### src/rtl/lcd_timing_gen_if.sv
// rtl/lcd_timing_gen_if.sv - pixel-stream timing bundle between the LCD timing source and scan stages
// master: timing generator (drives sync/de/coords/pattern, receives i_en)
// slave : consumer (drives i_en, receives everything else)
interface lcd_timing_gen_if;
    logic        i_en;
    logic        o_hs;
    logic        o_vs;
    logic        o_de;
    logic [11:0] o_x;
    logic [11:0] o_y;
    logic        o_fs;
    logic        o_th;
    logic [15:0] o_data;

    modport master (
        input  i_en,
        output o_hs, o_vs, o_de, o_x, o_y, o_fs, o_th, o_data
    );

    modport slave (
        output i_en,
        input  o_hs, o_vs, o_de, o_x, o_y, o_fs, o_th, o_data
    );
endinterface

### src/rtl/lcd_timing_gen.sv
// rtl/lcd_timing_gen.sv - hs/vs/de, active x/y, frame-start and threshold stream for a 480x272 LCD
// Ports: clk (pixel clock), rst_n (async active-low reset),
//        bus (lcd_timing_gen_if.master): i_en in; o_hs, o_vs, o_de, o_x, o_y, o_fs, o_th, o_data out.
// Optional macro TEST_PATTERN_EN: 16x16 checkerboard on o_th / o_data; otherwise both tied to 0.
module lcd_timing_gen #(
    parameter int   H_ACTIVE = 480,
    parameter int   H_FP     = 2,
    parameter int   H_SYNC   = 41,
    parameter int   H_BP     = 2,
    parameter int   V_ACTIVE = 272,
    parameter int   V_FP     = 2,
    parameter int   V_SYNC   = 10,
    parameter int   V_BP     = 2,
    parameter logic HS_POL   = 1'b0,
    parameter logic VS_POL   = 1'b0
) (
    input  logic               clk,
    input  logic               rst_n,
    lcd_timing_gen_if.master   bus
);
    localparam int H_TOTAL     = H_SYNC + H_BP + H_ACTIVE + H_FP;
    localparam int V_TOTAL     = V_SYNC + V_BP + V_ACTIVE + V_FP;
    localparam int H_ACT_START = H_SYNC + H_BP;
    localparam int H_ACT_END   = H_ACT_START + H_ACTIVE;
    localparam int V_ACT_START = V_SYNC + V_BP;
    localparam int V_ACT_END   = V_ACT_START + V_ACTIVE;

    logic [11:0] h_cnt;
    logic [11:0] v_cnt;
    // en_q marks that the counters hold a live position. Counting only starts
    // once en_q is high so the (0,0) position is always presented first, and
    // outputs stay live one cycle after i_en drops (counters clear first,
    // outputs follow a cycle later).
    logic        en_q;

    always_ff @(posedge clk or negedge rst_n) begin
        if (!rst_n) begin
            en_q  <= 1'b0;
            h_cnt <= '0;
            v_cnt <= '0;
        end else begin
            en_q <= bus.i_en;
            if (!bus.i_en) begin
                h_cnt <= '0;
                v_cnt <= '0;
            end else if (en_q) begin
                if (h_cnt == 12'(H_TOTAL - 1)) begin
                    h_cnt <= '0;
                    if (v_cnt == 12'(V_TOTAL - 1)) begin
                        v_cnt <= '0;
                    end else begin
                        v_cnt <= v_cnt + 12'd1;
                    end
                end else begin
                    h_cnt <= h_cnt + 12'd1;
                end
            end
        end
    end

    logic        h_sync_d;
    logic        v_sync_d;
    logic        de_d;
    logic [11:0] x_d;
    logic [11:0] y_d;
    logic        fs_d;

    always_comb begin
        h_sync_d = (h_cnt < 12'(H_SYNC));
        v_sync_d = (v_cnt < 12'(V_SYNC));
        de_d     = (h_cnt >= 12'(H_ACT_START)) && (h_cnt < 12'(H_ACT_END)) &&
                   (v_cnt >= 12'(V_ACT_START)) && (v_cnt < 12'(V_ACT_END));
        x_d      = de_d ? (h_cnt - 12'(H_ACT_START)) : 12'd0;
        y_d      = de_d ? (v_cnt - 12'(V_ACT_START)) : 12'd0;
        fs_d     = (h_cnt == 12'd0) && (v_cnt == 12'd0);
    end

    always_ff @(posedge clk or negedge rst_n) begin
        if (!rst_n) begin
            bus.o_hs <= ~HS_POL;
            bus.o_vs <= ~VS_POL;
            bus.o_de <= 1'b0;
            bus.o_x  <= '0;
            bus.o_y  <= '0;
            bus.o_fs <= 1'b0;
        end else if (!en_q) begin
            bus.o_hs <= ~HS_POL;
            bus.o_vs <= ~VS_POL;
            bus.o_de <= 1'b0;
            bus.o_x  <= '0;
            bus.o_y  <= '0;
            bus.o_fs <= 1'b0;
        end else begin
            bus.o_hs <= h_sync_d ? HS_POL : ~HS_POL;
            bus.o_vs <= v_sync_d ? VS_POL : ~VS_POL;
            bus.o_de <= de_d;
            bus.o_x  <= x_d;
            bus.o_y  <= y_d;
            bus.o_fs <= fs_d;
        end
    end

`ifdef TEST_PATTERN_EN
    // Checkerboard bit is computed from the same pre-register coordinates so it
    // lands in the same cycle as o_de/o_x/o_y.
    logic th_d;

    always_comb begin
        th_d = de_d & (x_d[4] ^ y_d[4]);
    end

    always_ff @(posedge clk or negedge rst_n) begin
        if (!rst_n) begin
            bus.o_th   <= 1'b0;
            bus.o_data <= '0;
        end else if (!en_q) begin
            bus.o_th   <= 1'b0;
            bus.o_data <= '0;
        end else begin
            bus.o_th   <= th_d;
            bus.o_data <= {16{th_d}};
        end
    end
`else
    assign bus.o_th   = 1'b0;
    assign bus.o_data = 16'h0000;
`endif
endmodule
### src/flat_wrapper.sv
// flat-port wrapper written by rule: the top's interface ports become plain ports
module lcd_timing_gen_flat 
#(
    parameter int   H_ACTIVE = 480,
    parameter int   H_FP     = 2,
    parameter int   H_SYNC   = 41,
    parameter int   H_BP     = 2,
    parameter int   V_ACTIVE = 272,
    parameter int   V_FP     = 2,
    parameter int   V_SYNC   = 10,
    parameter int   V_BP     = 2,
    parameter logic HS_POL   = 1'b0,
    parameter logic VS_POL   = 1'b0
)
  (clk, rst_n, bus_i_en, bus_o_hs, bus_o_vs, bus_o_de, bus_o_x, bus_o_y, bus_o_fs, bus_o_th, bus_o_data);
  lcd_timing_gen_if bus_i ();
  input  logic clk;
  input  logic rst_n;
  input wire logic [$bits(bus_i.i_en)-1:0] bus_i_en;
  output wire logic [$bits(bus_i.o_hs)-1:0] bus_o_hs;
  output wire logic [$bits(bus_i.o_vs)-1:0] bus_o_vs;
  output wire logic [$bits(bus_i.o_de)-1:0] bus_o_de;
  output wire logic [$bits(bus_i.o_x)-1:0] bus_o_x;
  output wire logic [$bits(bus_i.o_y)-1:0] bus_o_y;
  output wire logic [$bits(bus_i.o_fs)-1:0] bus_o_fs;
  output wire logic [$bits(bus_i.o_th)-1:0] bus_o_th;
  output wire logic [$bits(bus_i.o_data)-1:0] bus_o_data;
  assign bus_i.i_en = bus_i_en;
  assign bus_o_hs = bus_i.o_hs;
  assign bus_o_vs = bus_i.o_vs;
  assign bus_o_de = bus_i.o_de;
  assign bus_o_x = bus_i.o_x;
  assign bus_o_y = bus_i.o_y;
  assign bus_o_fs = bus_i.o_fs;
  assign bus_o_th = bus_i.o_th;
  assign bus_o_data = bus_i.o_data;
  lcd_timing_gen #(.H_ACTIVE(H_ACTIVE), .H_FP(H_FP), .H_SYNC(H_SYNC), .H_BP(H_BP), .V_ACTIVE(V_ACTIVE), .V_FP(V_FP), .V_SYNC(V_SYNC), .V_BP(V_BP), .HS_POL(HS_POL), .VS_POL(VS_POL)) u_core (.clk(clk), .rst_n(rst_n), .bus(bus_i));
endmodule
### config.mk
export PLATFORM = sky130hd
export DESIGN_NAME = lcd_timing_gen_flat
export DESIGN_NICKNAME = d
export VERILOG_FILES = /design/src/rtl/lcd_timing_gen_if.sv /design/src/rtl/lcd_timing_gen.sv /design/src/flat_wrapper.sv
export SDC_FILE = /design/constraint.sdc
export NUM_CORES = 1
export LEC_CHECK = 0
export ABC_CLOCK_PERIOD_IN_PS = 1800
export BUFFER_PORTS_ARGS = -buffer_cell sky130_fd_sc_hd__clkbuf_2
export CAP_MARGIN = 10
export CORE_MARGIN = 2
export CORE_UTILIZATION = 34
export DETAILED_ROUTE_END_ITERATION = 7
export GPL_ROUTABILITY_DRIVEN = 0
export SLEW_MARGIN = 25
export SYNTH_ARGS = -nofsm -noshare
export SYNTH_HDL_FRONTEND = slang
export SYNTH_SLANG_ARGS = --single-unit
### constraint.sdc
create_clock -name clk -period 1.8 [get_ports clk]
set_input_delay 0.36 -clock clk [delete_from_list [all_inputs] [get_ports clk]]
set_output_delay 0.36 -clock clk [all_outputs]
set_load 0.01 [all_outputs]
Word-level counts from Yosys, hierarchy flattened
Index checks and enable logic that the tools add are counted.

word-level totals
  bits in registers = 53

operators by class
  add/sub/neg operators = 4
  order comparisons = 6
  equality and inequality tests = 4
  mux-type cells = 17
  reduce and logical (&&, ||, !) cells = 7

operator list
  operator                                                                              count
  12-bit two-way mux                                                                    11
  12-bit by 1-bit adder with 12-bit output, second input constant                       2
  12-bit logical NOT                                                                    2
  12-bit by 10-bit == test with 1-bit output, second input constant                     1
  12-bit by 9-bit == test with 1-bit output, second input constant                      1
  12-bit by 4-bit greater-or-equal comparator with 1-bit output, second input constant  1
  12-bit by 6-bit greater-or-equal comparator with 1-bit output, second input constant  1
  12-bit by 10-bit less-than comparator with 1-bit output, second input constant        1
  12-bit by 4-bit less-than comparator with 1-bit output, second input constant         1
  12-bit by 6-bit less-than comparator with 1-bit output, second input constant         1
  12-bit by 9-bit less-than comparator with 1-bit output, second input constant         1
  12-bit by 4-bit subtractor with 12-bit output, second input constant                  1
  12-bit by 6-bit subtractor with 12-bit output, second input constant                  1
  1-bit two-way mux                                                                     6
  1-bit logical AND                                                                     4
  2-bit by 1-bit != test with 1-bit output, second input constant                       2
  2-bit AND reduction                                                                   1

Longest topological paths before layout
  depth in word-level cells = 6
  gate-level depth with buffers = 7

Least setup slack after synthesis
No wires, ideal clock.

  path type = flip-flop to flip-flop
  start point = register u_core.h_cnt[0]
  end point = register u_core.bus.o_x[2]
  library setup time = 0.086 ns
  arrival time = 1.677 ns
  data required time = 1.714 ns
  slack = 0.037 ns
  cell stages (with the launch flop) = 7
  buffers on the path = 1
  path through = dfrtp_1 ha_1 o21a_1 o41ai_1 nand4_1 buf_2 nor3_1

on the way
  longest elaborated chain between the ends = 6

RTL lines
  what                                                                                                                                             RTL line                 RTL
  start, declared                                                                                                                                  lcd_timing_gen.sv:28     logic [11:0] h_cnt;
  start signal, assigned                                                                                                                           lcd_timing_gen.sv:55     h_cnt <= h_cnt + 12'd1;
  12-bit by 6-bit greater-or-equal comparator with 1-bit output / 12-bit by 10-bit less-than comparator with 1-bit output (equally long branches)  lcd_timing_gen.sv:71     de_d = (h_cnt >= 12'(H_ACT_START)) && (h_cnt < 12'(H_ACT_END)) &&
  1-bit logical AND (2 in series)                                                                                                                  lcd_timing_gen.sv:71
  1-bit logical AND                                                                                                                                lcd_timing_gen.sv:72     (v_cnt >= 12'(V_ACT_START)) && (v_cnt < 12'(V_ACT_END));
  12-bit two-way mux *                                                                                                                             lcd_timing_gen.sv:73     x_d = de_d ? (h_cnt - 12'(H_ACT_START)) : 12'd0;
  12-bit two-way mux *                                                                                                                             lcd_timing_gen.sv:86     end else if (!en_q) begin
  end signal, assigned                                                                                                                             lcd_timing_gen.sv:83     bus.o_x <= '0;
  end signal, assigned                                                                                                                             lcd_timing_gen.sv:90     bus.o_x <= '0;
  end signal, assigned                                                                                                                             lcd_timing_gen.sv:97     bus.o_x <= x_d;
  end, declared                                                                                                                                    lcd_timing_gen_if.sv:17  output o_hs, o_vs, o_de, o_x, o_y, o_fs, o_th, o_data

Every way passes the cells marked *; elsewhere a longest branch is shown, timed or not.
A chain may end at the register's enable or synchronous reset.

Final worst setup path
  start point = register u_core.h_cnt[1]
  end point = register u_core.bus.o_x[1]

Same word-level chain as after synthesis.

==> impl_metrics.ini <==
[floorplanning]
fp-row-count = 33
die_h_microns = 96.6
io_pins = 48
start_util = 0.353
dieWidth_microns = 96.6
core_area_sq_mm = 0.00826
dieArea_sq_mm = 0.00933

[synth]
synthArstFlopShare = 1.00
ys.flop_type = dfrtp_1
avgSynthCellArea_sq_um = 9.78
ys_ff_latch = 53
ys_seq_area_frac = 0.456
synth_top_area_frac = 0.438
synth_area_leaders = dfrtp_1 44%, buf_4 4.9%, nor3_1 4.6%, xnor2_1 3.6%, ha_1 3.4%
yosysTopAreaCell = dfrtp_1
synth_cell_type_count = 49
ys_warn_count = 0
syn-cell-area_sq_mm = 0.00291
synthCells = 298
synth_edf_count = 0

[layout]
fin_nets = 392
num_antenna_cells = 0
final_cell_mix = 56 x buf_4, 47 x dfrtp_1, 30 x clkbuf_2
instances_no_fill = 487
drive_gt1_frac = 0.395
mostFrequentLayoutCell = buf_4
syn_to_final_growth_pct = 35.0

[clock_tree]
clockBufferDepth = 2
clk_transition_reported_paths_ns = 0.10
insertion_delay_ns = 0.31
cts_tree = yes
holdBufCountCts = 0
cts_buffers = 5
root_buffer = clkbuf_8
htreeDepth = 2
cts_sinks = 53

[sta]
slew_viol_final = 0
fmax_mhz = 523
finClkSkew_ns = 0.00503
final-hold-violation-count = 1
worst_slack_ns = -0.112
rsz0062_at_grt = true
setup_viol = 16
period_share = 1.06
tightestPinTransition_ns = 0.509
hold-worst-slack_ns = -0.00128
period_minus_slack_ns = 1.91
relSlewSlack = 0.661

[setup_path]
rr_endpoint = u_core.bus.o_x[1]
worstSetupStartpointType = flop
crit_type = reg -> reg
r2r_cells = 7
worstReg2RegStart = u_core.h_cnt[1]
crit_fanout = 5
r2r_slack_ns = -0.11
crit_start = u_core.h_cnt[1]
required_ns = 2.01
crit_arrival_ns = 2.12
critPathCaptureType = flop
crit_end = u_core.bus.o_x[1]

[global_routing]
grt.total_usage = 0.151
grt_max_degree = 23
grt_pass1_wl_microns = 10900
first_global_vias = 2205
grt_overflow = 0
antenna_found_initial = 0

[placed_design]
io_buffers = 30
dp_hpwl_microns = 4920
post-place-cells = 463
dp_slack_ns = -0.136

[status]
outcome = finished, violations left
violations = hold timing, setup timing

[flow_run]
maxCapViolCount = 0

[drt]
wirelength_microns = 7240
ant_nets = 0
drt_iter0_drc = 144
firstDrtPassIters = 5
vias = 2449
wl_per_cell_microns = 14.9
via_per_inst = 5.03
drc_errors = 0

[pwr]
p_leak_nw = 1.84
peakVddDrop_uv = 356
power_density_mw_per_mm2 = 601

[min_path]
hold_path.class = in -> async
==> metal layers <==
layer,part of all wire,global-route usage
met1,0.43,0.202
met2,0.51,0.247
met3,0.050,0.0310
met4,0.017,0.0423
met5,0,0
==> per-stage QoR <==
stage	hold slack [ns]	setup TNS [ns]	utilization	cell area [sq um]	total power, mW
2_1_floorplan	0.0644	0	-	2980	1.41
5_1_grt	0.0315	-1.80	0.476	3930	2.48
6_report	-0.00128	-0.398	0.476	3930	2.36
3_5_place_dp	0.363	-0.973	0.412	3400	1.51
4_1_cts	0.0239	-0.00493	0.432	3570	2.36
3_3_place_gp	0.350	-1.11	0.412	3400	1.50
==> cell type report <==
class | instances | area (sq um)
clock buffers | 6 | 82.6
clock inverters | 2 | 37.5
fillers | 764 | 4320
inverters | 13 | 48.8
multi-input cells | 211 | 1570
flip-flops and latches | 53 | 1330
well taps | 105 | 131
repair buffers | 97 | 728
==> critical path, cell delays in order (launching register included) <==
cell and delay (ns):
dfrtp_1 0.39, ha_2 0.19, o21a_1 0.20, o41ai_2 0.32, nand4_1 0.15, buf_6 0.16, buf_2 0.16, nor3b_1 0.25
==> registers in the layout (all words and copies together), names as in the netlist <==
signal and cells:
u_core.bus.o_de 1, u_core.bus.o_fs 1, u_core.bus.o_hs 1, u_core.bus.o_vs 1, u_core.bus.o_x 12, u_core.bus.o_y 12
u_core.en_q 1, u_core.h_cnt 12, u_core.v_cnt 12
==> what timing repair did <==
action	CTS	global route
setup endpoints to repair	23	32
buffers inserted	1	9
pin swaps	0	12
resized for setup	7	50
gates cloned	0	6
==> power breakdown <==
part | leakage [nW] | internal, mW | total, mW | switching, mW
Sequential | 0.715 | 1.22 | 1.23 | 0.0116
Clock | 0.0574 | 0.453 | 0.856 | 0.404
Combinational | 1.07 | 0.112 | 0.279 | 0.168
==> synth_stat cells (6+ instances only) <==
| master | number |
|---|---|
| nand2_1 | 17 |
| clkbuf_1 | 6 |
| xor2_1 | 8 |
| xnor2_1 | 12 |
| nor3_1 | 27 |
| nor4_1 | 6 |
| inv_1 | 13 |
| ha_1 | 8 |
| nand3_1 | 10 |
| o21ai_0 | 9 |
| buf_2 | 11 |
| nor2_1 | 18 |
| nand4_1 | 7 |
| buf_4 | 19 |
| dfrtp_1 | 51 |
==> kinds of logic (layout without fill, tap and decap cells) <==
family | count (synthesis) | in the layout | synth area share
AND/OR/NAND/NOR | 120 | 120 | 0.235
XOR/XNOR | 20 | 20 | 0.0601
buffers and inverters | 52 | 118 | 0.104
multiplexers | 1 | 1 | 0.00386
AO/OA/AOI/OAI | 43 | 43 | 0.105
other | 1 | 19 | 0.00129
flip-flops | 53 | 53 | 0.456
adder cells (fa/ha/maj) | 8 | 8 | 0.0344
==> worst min path at each step <==
stage | slack (ns) | cells after the start | start | end
after global placement | 0.35 | 1 | rst_n | u_core.v_cnt[8]
after detailed placement | 0.36 | 1 | rst_n | u_core.v_cnt[8]
after floorplan | 0.06 | 0 | rst_n | u_core.bus.o_de
final | -0.001 | 1 | rst_n | u_core.v_cnt[8]
after global routing | 0.03 | 1 | rst_n | u_core.v_cnt[3]
after CTS | 0.02 | 1 | rst_n | u_core.v_cnt[8]
(Power assumes the default switching activity.)
